===== src/rtl/cc_move_sequencer.sv =====
// Move/line-clear sequencer for the 8x8 falling-piece game: issues trial, commit,
// revert, merge, row-clear and spawn strobes to external piece/background logic.
module cc_move_sequencer #(
  parameter int ROWS          = 8,
  parameter int ROW_IDX_WIDTH = 3,
  parameter int LINES_WIDTH   = 8
) (
  input  logic                     CC_MOVE_SEQUENCER_CLOCK_50,
  input  logic                     CC_MOVE_SEQUENCER_RESET_InHigh,
  input  logic                     CC_MOVE_SEQUENCER_TICK_InHigh,
  input  logic                     CC_MOVE_SEQUENCER_LEFT_InHigh,
  input  logic                     CC_MOVE_SEQUENCER_RIGHT_InHigh,
  input  logic                     CC_MOVE_SEQUENCER_COLLISION_InLow,
  input  logic [ROWS-1:0]          CC_MOVE_SEQUENCER_ROWFULL_InBUS,
  output logic                     CC_MOVE_SEQUENCER_TRIAL_OutHigh,
  output logic [1:0]               CC_MOVE_SEQUENCER_DIR_OutBUS,
  output logic                     CC_MOVE_SEQUENCER_COMMIT_OutHigh,
  output logic                     CC_MOVE_SEQUENCER_REVERT_OutHigh,
  output logic                     CC_MOVE_SEQUENCER_MERGE_OutHigh,
  output logic                     CC_MOVE_SEQUENCER_CLEARROW_OutHigh,
  output logic [ROW_IDX_WIDTH-1:0] CC_MOVE_SEQUENCER_ROWIDX_OutBUS,
  output logic                     CC_MOVE_SEQUENCER_SPAWN_OutHigh,
  output logic                     CC_MOVE_SEQUENCER_BUSY_OutHigh,
  output logic                     CC_MOVE_SEQUENCER_GAMEOVER_OutHigh,
  output logic [LINES_WIDTH-1:0]   CC_MOVE_SEQUENCER_LINES_OutBUS
);

  typedef enum logic [3:0] {
    S_IDLE, S_TRIAL, S_CHECK, S_COMMIT, S_REVERT, S_MERGE,
    S_SCAN, S_CLEAR, S_SPAWN, S_SPAWN_CHK, S_GAMEOVER
  } state_t;

  localparam logic [1:0] DIR_DOWN  = 2'b00;
  localparam logic [1:0] DIR_LEFT  = 2'b01;
  localparam logic [1:0] DIR_RIGHT = 2'b10;
  localparam logic [ROW_IDX_WIDTH-1:0] ROW_BOTTOM = ROW_IDX_WIDTH'(ROWS - 1);

  state_t                   r_state;
  logic [1:0]               r_dir;
  logic                     r_pending;
  logic [ROW_IDX_WIDTH-1:0] r_rowidx;
  logic [LINES_WIDTH-1:0]   r_lines;
  logic                     r_trial, r_commit, r_revert, r_merge;
  logic                     r_clear, r_spawn, r_busy, r_gameover;

  state_t     w_next;
  logic [1:0] w_dir;
  logic       w_row_full;
  logic       w_tick_req;

  assign w_row_full = CC_MOVE_SEQUENCER_ROWFULL_InBUS[r_rowidx];
  assign w_tick_req = CC_MOVE_SEQUENCER_TICK_InHigh | r_pending;

  always_comb begin
    w_next = r_state;
    w_dir  = r_dir;
    case (r_state)
      S_IDLE: begin
        if (w_tick_req) begin
          w_next = S_TRIAL;
          w_dir  = DIR_DOWN;
        end else if (CC_MOVE_SEQUENCER_LEFT_InHigh) begin
          w_next = S_TRIAL;
          w_dir  = DIR_LEFT;
        end else if (CC_MOVE_SEQUENCER_RIGHT_InHigh) begin
          w_next = S_TRIAL;
          w_dir  = DIR_RIGHT;
        end
      end
      S_TRIAL:     w_next = S_CHECK;
      S_CHECK:     w_next = CC_MOVE_SEQUENCER_COLLISION_InLow ? S_COMMIT : S_REVERT;
      S_COMMIT:    w_next = S_IDLE;
      S_REVERT:    w_next = (r_dir == DIR_DOWN) ? S_MERGE : S_IDLE;
      S_MERGE:     w_next = S_SCAN;
      // Bottom-up scan; a cleared row is re-examined since rows above drop into it.
      S_SCAN: begin
        if (w_row_full)          w_next = S_CLEAR;
        else if (r_rowidx == '0) w_next = S_SPAWN;
        else                     w_next = S_SCAN;
      end
      S_CLEAR:     w_next = S_SCAN;
      S_SPAWN:     w_next = S_SPAWN_CHK;
      S_SPAWN_CHK: w_next = CC_MOVE_SEQUENCER_COLLISION_InLow ? S_IDLE : S_GAMEOVER;
      S_GAMEOVER:  w_next = S_GAMEOVER;
      default:     w_next = S_IDLE;
    endcase
  end

  always_ff @(posedge CC_MOVE_SEQUENCER_CLOCK_50) begin
    if (CC_MOVE_SEQUENCER_RESET_InHigh) begin
      r_state    <= S_IDLE;
      r_dir      <= DIR_DOWN;
      r_pending  <= 1'b0;
      r_rowidx   <= ROW_BOTTOM;
      r_lines    <= '0;
      r_trial    <= 1'b0;
      r_commit   <= 1'b0;
      r_revert   <= 1'b0;
      r_merge    <= 1'b0;
      r_clear    <= 1'b0;
      r_spawn    <= 1'b0;
      r_busy     <= 1'b0;
      r_gameover <= 1'b0;
    end else begin
      r_state    <= w_next;
      r_dir      <= w_dir;
      // Strobes are decoded from the next state so they line up with the state register.
      r_trial    <= (w_next == S_TRIAL);
      r_commit   <= (w_next == S_COMMIT);
      r_revert   <= (w_next == S_REVERT);
      r_merge    <= (w_next == S_MERGE);
      r_clear    <= (w_next == S_CLEAR);
      r_spawn    <= (w_next == S_SPAWN);
      r_busy     <= (w_next != S_IDLE);
      r_gameover <= (w_next == S_GAMEOVER);

      if (w_next == S_TRIAL && w_dir == DIR_DOWN)
        r_pending <= 1'b0;
      else if (CC_MOVE_SEQUENCER_TICK_InHigh && r_state != S_IDLE && r_state != S_GAMEOVER)
        r_pending <= 1'b1;

      if (r_state == S_MERGE)
        r_rowidx <= ROW_BOTTOM;
      else if (r_state == S_SCAN && !w_row_full && r_rowidx != '0)
        r_rowidx <= r_rowidx - 1'b1;

      if (r_state == S_CLEAR)
        r_lines <= r_lines + 1'b1;
    end
  end

  assign CC_MOVE_SEQUENCER_TRIAL_OutHigh    = r_trial;
  assign CC_MOVE_SEQUENCER_DIR_OutBUS       = r_dir;
  assign CC_MOVE_SEQUENCER_COMMIT_OutHigh   = r_commit;
  assign CC_MOVE_SEQUENCER_REVERT_OutHigh   = r_revert;
  assign CC_MOVE_SEQUENCER_MERGE_OutHigh    = r_merge;
  assign CC_MOVE_SEQUENCER_CLEARROW_OutHigh = r_clear;
  assign CC_MOVE_SEQUENCER_ROWIDX_OutBUS    = r_rowidx;
  assign CC_MOVE_SEQUENCER_SPAWN_OutHigh    = r_spawn;
  assign CC_MOVE_SEQUENCER_BUSY_OutHigh     = r_busy;
  assign CC_MOVE_SEQUENCER_GAMEOVER_OutHigh = r_gameover;
  assign CC_MOVE_SEQUENCER_LINES_OutBUS     = r_lines;

endmodule


===== config.mk =====
export PLATFORM = sky130hd
export DESIGN_NAME = cc_move_sequencer
export DESIGN_NICKNAME = d
export VERILOG_FILES = /design/src/rtl/cc_move_sequencer.sv
export SDC_FILE = /design/constraint.sdc
export NUM_CORES = 1
export LEC_CHECK = 0
export BUFFER_PORTS_ARGS = -buffer_cell sky130_fd_sc_hd__buf_2
export CAP_MARGIN = 20
export CORE_UTILIZATION = 46
export DETAILED_ROUTE_END_ITERATION = 10
export MAX_ROUTING_LAYER = met4
export PLACE_DENSITY = 0.71
export REMOVE_ABC_BUFFERS = 1
export SYNTH_ARGS = -nofsm -noshare
export SYNTH_HDL_FRONTEND = slang
export SYNTH_SLANG_ARGS = --single-unit
export TNS_END_PERCENT = 20

===== constraint.sdc =====
create_clock -name CC_MOVE_SEQUENCER_CLOCK_50 -period 1.4 [get_ports CC_MOVE_SEQUENCER_CLOCK_50]
set_input_delay 0.07 -clock CC_MOVE_SEQUENCER_CLOCK_50 [delete_from_list [all_inputs] [get_ports CC_MOVE_SEQUENCER_CLOCK_50]]
set_output_delay 0.07 -clock CC_MOVE_SEQUENCER_CLOCK_50 [all_outputs]
set_load 0.01 [all_outputs]

==> results_dict.tcl, run 1 <==
set metrics [dict create \
    drc_errors 0 \
    required_ns 1.68 \
    io_pins 35 \
    ys_top_cells_by_count "26 x dfxtp_1, 18 x nor2_1, 10 x nand2_1" \
    cp_cell_sequence "mux2_4, a2bb2oi_4, a221oi_4, buf_4, nor3b_2, a31oi_1" \
    layout-drive-gt1-share_pct 50.5 \
    grt_max_degree 16 \
    worstPathArrival_ns 1.90 \
    period_needed_ns 1.62 \
    met2_length_mm 1.80 \
    r2r_slack_ns -0.22 \
    seq_area_frac_synth_pct 39.9 \
    cts_inserted_buffers 3 \
    worst_pin_slew_ns 0.301 \
    p_leak_uw 0.000850 \
    nets 220 \
    fmax_ghz 0.617 \
    holdPathEnd "CC_MOVE_SEQUENCER_LINES_OutBUS[1]" \
    stdcell_area_um2 1880 \
    grt_pass1_vias 1254 \
    maxSlewViolCount 0 \
    min-delay-start "CC_MOVE_SEQUENCER_RESET_InHigh" \
    end_kind "register" \
    place_area_um2 1670 \
    synth_top_area_share_pct 39.9 \
    drt-met1-wl_mm 1.42 \
    fill_cells 207 \
    max-slew-margin-rel_pct 79.9 \
    initial_core_util_pct 50.8 \
    cp.buffers_inverters 1 \
    setup_viol 12 \
    ys_ff_latch 26 \
    path_max_fanout 6 \
    rows 18 \
    power_density_nw_per_um2 1040 \
    yosysMostFrequentCell "dfxtp_1" \
    wl_mm 3.46 \
    synth.avg_cell_area_um2 9.06 \
    async_reset_ff_share_pct 0 \
    dieArea_um2 3050 \
    max-vdd-ir-drop_mv 0.968 \
    cts_max_level 1 \
    vias_per_cell 5.62 \
    overflow 0 \
    hold_class "primary input to register" \
    area.sequential_um2 539 \
    clockBufferDepth 2 \
    clkTransAtPathRegs_ns 0.16 \
    violations "setup timing" \
    setup_slack_ns -0.222 \
    core_area_um2 2570 \
    dp.cells 227 \
    gp_congestion 0.812 \
    r2r_cells 6 \
    synth_cell_type_count 42 \
    top_layer_used "met4" \
    finalCritPeriodShare_pct 116 \
    portBuffers 34 \
    final_antenna_net_count 0 \
    crit_path_start_kind "register" \
    antenna_found_initial 0 \
    yosysTopAreaCell "dfxtp_1" \
    grt_first_pass_wirelength_mm 5.50 \
    slowest_stage "dfxtp_4" \
    crit_type "register to register" \
    cp_top_family "compound AO/OA/AOI/OAI gates" \
    dp_hpwl_mm 2.32 \
    wl_per_cell_um 14.9 \
    drt_iter0_markers 36 \
    multi_input_area_um2 841 \
    vias 1304 \
    wl_met3_um 163 \
    die_x_um 55.3 \
    rsz0062_at_grt "true" \
    power_uw 1960 \
    clock_latency_ns 0.34 \
    cts_sinks 26 \
    yosys_warnings 0 \
    grt.total_usage_pct 22.7 \
    status "finished with violations" \
    synth_area_leaders "dfxtp_1 40%, nor2_1 5.2%, a21oi_1 3.5%" \
    r2r-start "CC_MOVE_SEQUENCER_ROWIDX_OutBUS[0]" \
    area_growth_pct 44.4 \
    cts-root-buf "clkbuf_4" \
    postSynthCellCount 144 \
    skew_ns 0.0142 \
    die_h_um 55.3 \
    layout.cells.non_filler 232 \
    synthFlopType "dfxtp_1" \
    first_pass_iters 4 \
    cap_violations 0 \
    cts_tree "yes" \
    n_antenna_cell 0 \
    synth-edff-count 0 \
    finalHoldViolCount 0 \
    synth_area_um2 1310 \
    rr_endpoint "CC_MOVE_SEQUENCER_ROWIDX_OutBUS[1]" \
    critPathMaxStageDelay_ns 0.41 \
    min_path_cells 2 \
]
through the flow:
stage / worst slack [ns] / utilization [%] / hold slack, ns / TNS, ns
5_1_grt: -0.298 / 73.4 / 0.0664 / -2.46
3_5_place_dp: -0.269 / 65.0 / 0.423 / -2.44
2_1_floorplan: -0.265 / - / 0.139 / -1.63
4_1_cts: -0.173 / 70.7 / 0.0655 / -1.20
3_3_place_gp: -0.183 / 65.0 / 0.402 / -1.56
6_report: -0.222 / 73.4 / 0.0830 / -1.43
state kept, by name, indices dropped and copies added, names as in the netlist:
signal,cells
r_state,4
CC_MOVE_SEQUENCER_BUSY_OutHigh,1
CC_MOVE_SEQUENCER_CLEARROW_OutHigh,1
CC_MOVE_SEQUENCER_LINES_OutBUS,8
CC_MOVE_SEQUENCER_DIR_OutBUS,2
CC_MOVE_SEQUENCER_COMMIT_OutHigh,1
CC_MOVE_SEQUENCER_SPAWN_OutHigh,1
CC_MOVE_SEQUENCER_GAMEOVER_OutHigh,1
CC_MOVE_SEQUENCER_REVERT_OutHigh,1
CC_MOVE_SEQUENCER_ROWIDX_OutBUS,3
r_pending,1
CC_MOVE_SEQUENCER_MERGE_OutHigh,1
CC_MOVE_SEQUENCER_TRIAL_OutHigh,1
power by group:
part           total, uW  internal (uW)  switching, uW
logic                569            290            278
registers            858            799           58.3
clock network        536            290            246
cells in the final DEF (no fill, tap or decap), drive strengths merged, types with 2 or more instances in the layout:
| master | instances |
|---|---|
| a21oi | 9 |
| a22oi | 2 |
| a31oi | 3 |
| and3 | 4 |
| buf | 63 |
| clkbuf | 3 |
| dfxtp | 26 |
| ha | 3 |
| inv | 5 |
| mux2i | 4 |
| nand2 | 10 |
| nand3 | 4 |
| nand4 | 3 |
| nor2 | 18 |
| nor2b | 4 |
| nor3 | 3 |
| nor3b | 4 |
| nor4 | 4 |
| nor4b | 4 |
| o21ai | 4 |
| xnor2 | 3 |
| xor2 | 5 |
cell families after synthesis:
group | count (synthesis) | share of synthesized area (%)
flops | 26 | 39.9
buf+inv | 14 | 5.66
compound gates | 26 | 14.3
xor+xnor | 8 | 5.37
simple gates | 62 | 27.7
mux | 5 | 4.22
fa+ha+maj | 3 | 2.88
worst reg2reg max path, delay by kind of cell (launching register included):
kind	cells	cell delay [ns]
buf+inv	1	0.18
simple gates	1	0.04
compound gates	3	0.62
flops	1	0.41
mux	1	0.32
worst max-delay path by stage:
stage / startpoint / endpoint / cells after the start
floorplan: CC_MOVE_SEQUENCER_ROWIDX_OutBUS[0] / CC_MOVE_SEQUENCER_ROWIDX_OutBUS[2] / 5
global placement: CC_MOVE_SEQUENCER_ROWIDX_OutBUS[1] / CC_MOVE_SEQUENCER_ROWIDX_OutBUS[1] / 6
detailed placement: CC_MOVE_SEQUENCER_ROWIDX_OutBUS[1] / CC_MOVE_SEQUENCER_ROWIDX_OutBUS[1] / 6
CTS: r_state[0] / CC_MOVE_SEQUENCER_MERGE_OutHigh / 4
global route: CC_MOVE_SEQUENCER_ROWIDX_OutBUS[1] / CC_MOVE_SEQUENCER_MERGE_OutHigh / 5
finish: CC_MOVE_SEQUENCER_ROWIDX_OutBUS[0] / CC_MOVE_SEQUENCER_ROWIDX_OutBUS[1] / 6
metal layers:
| metal | track usage [%] | vias up |
|---|---|---|
| met5 | - | - |
| met4 | 9.64 | 0 |
| met3 | 4.92 | 10 |
| met2 | 38.4 | 48 |
| met1 | 26.0 | 615 |
| li1 | - | 631 |
layout make-up:
cell class	count	area share (%)
clock buffers	3	1.20
clock inverters	1	1.59
inverters	5	0.996
multi-input cells	104	44.6
flip-flops and latches	26	28.6
well taps	30	1.99
repair buffers	63	21.0
what timing repair did:
item	CTS	global route
buffers inserted	1	0
gates cloned	0	0
resized for setup	23	18
pin swaps	3	9
hold buffers	0	0
endpoints found under the setup margin	20	17
No activity file was read; power rests on OpenSTA's default activity.
==> run 2: changes to the inputs <==
--- a/config.mk
+++ b/config.mk
@@ -11,7 +11,6 @@
 export DETAILED_ROUTE_END_ITERATION = 10
 export MAX_ROUTING_LAYER = met4
 export PLACE_DENSITY = 0.71
-export REMOVE_ABC_BUFFERS = 1
 export SYNTH_ARGS = -nofsm -noshare
 export SYNTH_HDL_FRONTEND = slang
 export SYNTH_SLANG_ARGS = --single-unit
==> run 2 against run 1 <==
  * The run still ends with setup timing left
  * Maximum frequency up 0.16%
  * Clock power is 0.7% lower
  * Sequential cell count stayed put
  * Combinational power up 9.8%
  * Sequential power hardly changed
  * Global-route usage up 1.2 points
  * Hold slack got worse by 0.027 ns
  * Via count is essentially flat
  * Final area rose by 0.40%
  * Highest routed layer unchanged
  * Critical path depth is 1 lower
  * Power up 2.6%
  * Die area unchanged
==> results_dict.tcl, run 2 (synthesis results as in run 1) <==
set metrics [dict create \
    status "finished with violations" \
    violations "setup timing" \
    worst_pin_slew_ns 0.440 \
    max-slew-margin-rel_pct 70.7 \
    hold_buffers 0 \
    portBuffers 34 \
    critPathMaxStageDelay_ns 0.38 \
    cap_violations 0 \
    area_growth_pct 45.0 \
    cp_top_family "compound AO/OA/AOI/OAI gates" \
    fmax_ghz 0.618 \
    skew_ns 0.00227 \
    rsz0062_at_grt "true" \
    dp_hpwl_mm 2.33 \
    antenna_found_initial 0 \
    wl_per_cell_um 14.8 \
    drt_iter0_markers 38 \
    period_needed_ns 1.62 \
    finalSetupTns_ns -1.25 \
    cts_inserted_buffers 3 \
    worstPathArrival_ns 1.87 \
    final_util_pct 73.7 \
    cts-root-buf "clkbuf_4" \
    end_kind "register" \
    dieArea_um2 3050 \
    hold_class "primary input to register" \
    cp.buffers_inverters 0 \
    first_pass_iters 4 \
    p_leak_uw 0.000842 \
    crit_path_start_kind "register" \
    final_common_cell "buf_2" \
    n_antenna_cell 0 \
    die_h_um 55.3 \
    io_pins 35 \
    wl_mm 3.46 \
    rows 18 \
    grt_first_pass_wirelength_mm 5.72 \
    grt_max_degree 22 \
    vias_per_cell 5.59 \
    internal-power_uw 1410 \
    path_max_fanout 5 \
    power_frac_comb_pct 31.1 \
    clockBufferDepth 2 \
    clkPwrFrac_pct 26.5 \
    layout-drive-gt1-share_pct 52.7 \
    clock_latency_ns 0.34 \
    power_density_nw_per_um2 1060 \
    slowest_stage "dfxtp_2" \
    cts_sinks 26 \
    initial_core_util_pct 50.8 \
    die_x_um 55.3 \
    clkTransAtPathRegs_ns 0.15 \
    synth_nets 161 \
    overflow 0 \
    netSwitchingPower_uw 601 \
    cts_max_level 1 \
    largest_reg_flops 8 \
    cts_tree "yes" \
    maxSlewViolCount 0 \
    finalCritPeriodShare_pct 116 \
    power_frac_seq_pct 42.5 \
    vias 1303 \
    grt_pass1_vias 1266 \
    nets 221 \
    crit_type "register to register" \
    final_antenna_net_count 0 \
    core_area_um2 2570 \
    most-common-layout-cells "34 x buf_2, 29 x buf_4, 20 x dfxtp_1" \
    required_ns 1.65 \
    setup_slack_ns -0.219 \
    setup_viol 14 \
    dp.cells 225 \
    max-vdd-ir-drop_mv 0.953 \
    finalHoldViolCount 0 \
    cp_cell_sequence "mux2_4, a2bb2oi_2, a221oi_4, nor3b_1, a31oi_1" \
    gp_congestion 0.773 \
    grt.total_usage_pct 23.9 \
    netSwitchingFraction_pct 29.8 \
    layout.cells.non_filler 233 \
    drc_errors 0 \
]
[run 2: timing repair]
action	CTS	global route
setup buffers	2	2
pin swaps	11	12
endpoints found under the setup margin	16	17
resized for setup	30	14
[run 2: final timing paths]
check | slack [ns] | depth (start not counted) | from | to
setup / recovery | -0.22 | 5 | CC_MOVE_SEQUENCER_ROWIDX_OutBUS[0] | CC_MOVE_SEQUENCER_ROWIDX_OutBUS[1]
hold / removal | 0.06 | 3 | CC_MOVE_SEQUENCER_LEFT_InHigh | CC_MOVE_SEQUENCER_DIR_OutBUS[0]
setup reg to reg | -0.22 | 5 | CC_MOVE_SEQUENCER_ROWIDX_OutBUS[0] | CC_MOVE_SEQUENCER_ROWIDX_OutBUS[1]
hold reg to reg | 0.55 | 2 | CC_MOVE_SEQUENCER_LINES_OutBUS[7] | CC_MOVE_SEQUENCER_LINES_OutBUS[7]
[run 2: per-stage QoR]
stage | power, uW | area [um^2] | setup slack [ns] | hold slack [ns]
after detailed placement | 1370 | 1650 | -0.223 | 0.378
after floorplan | 1140 | 1310 | -0.227 | 0.162
after global placement | 1360 | 1650 | -0.156 | 0.366
after CTS | 1950 | 1830 | -0.131 | 0.0329
after global routing | 2110 | 1890 | -0.301 | 0.0539
final | 2010 | 1890 | -0.219 | 0.0564
[run 2: final cells by class]
type	instances	area [um^2]
tap	30	37.5
timing repair buffer	64	399
inverter	5	18.8
multi-input combinational	104	846
clock buffer	3	22.5
sequential	26	538
fill	192	676
clock inverter	1	30.0
[run 2: worst reg2reg max path: stages (launching register included)]
cell and delay, ns:
dfxtp_2 0.38, mux2_4 0.30, a2bb2oi_2 0.18, a221oi_4 0.35
nor3b_1 0.11, a31oi_1 0.21
[run 2: power groups by stage]
stage / logic, uW / clock network (uW) / registers [uW]
6_report: 625 / 532 / 855
2_1_floorplan: 281 / 0 / 860
5_1_grt: 671 / 572 / 863
3_3_place_gp: 501 / 0 / 862
4_1_cts: 560 / 537 / 854
3_5_place_dp: 510 / 0 / 864
[run 2: layer usage]
metal | global-route usage [%] | routed length, um | vias up
li1 | - | - | 639
met1 | 28.2 | 1500 | 617
met2 | 42.7 | 1740 | 38
met3 | 3.04 | 147 | 9
met4 | 6.43 | 75 | 0
met5 | - | 0 | -
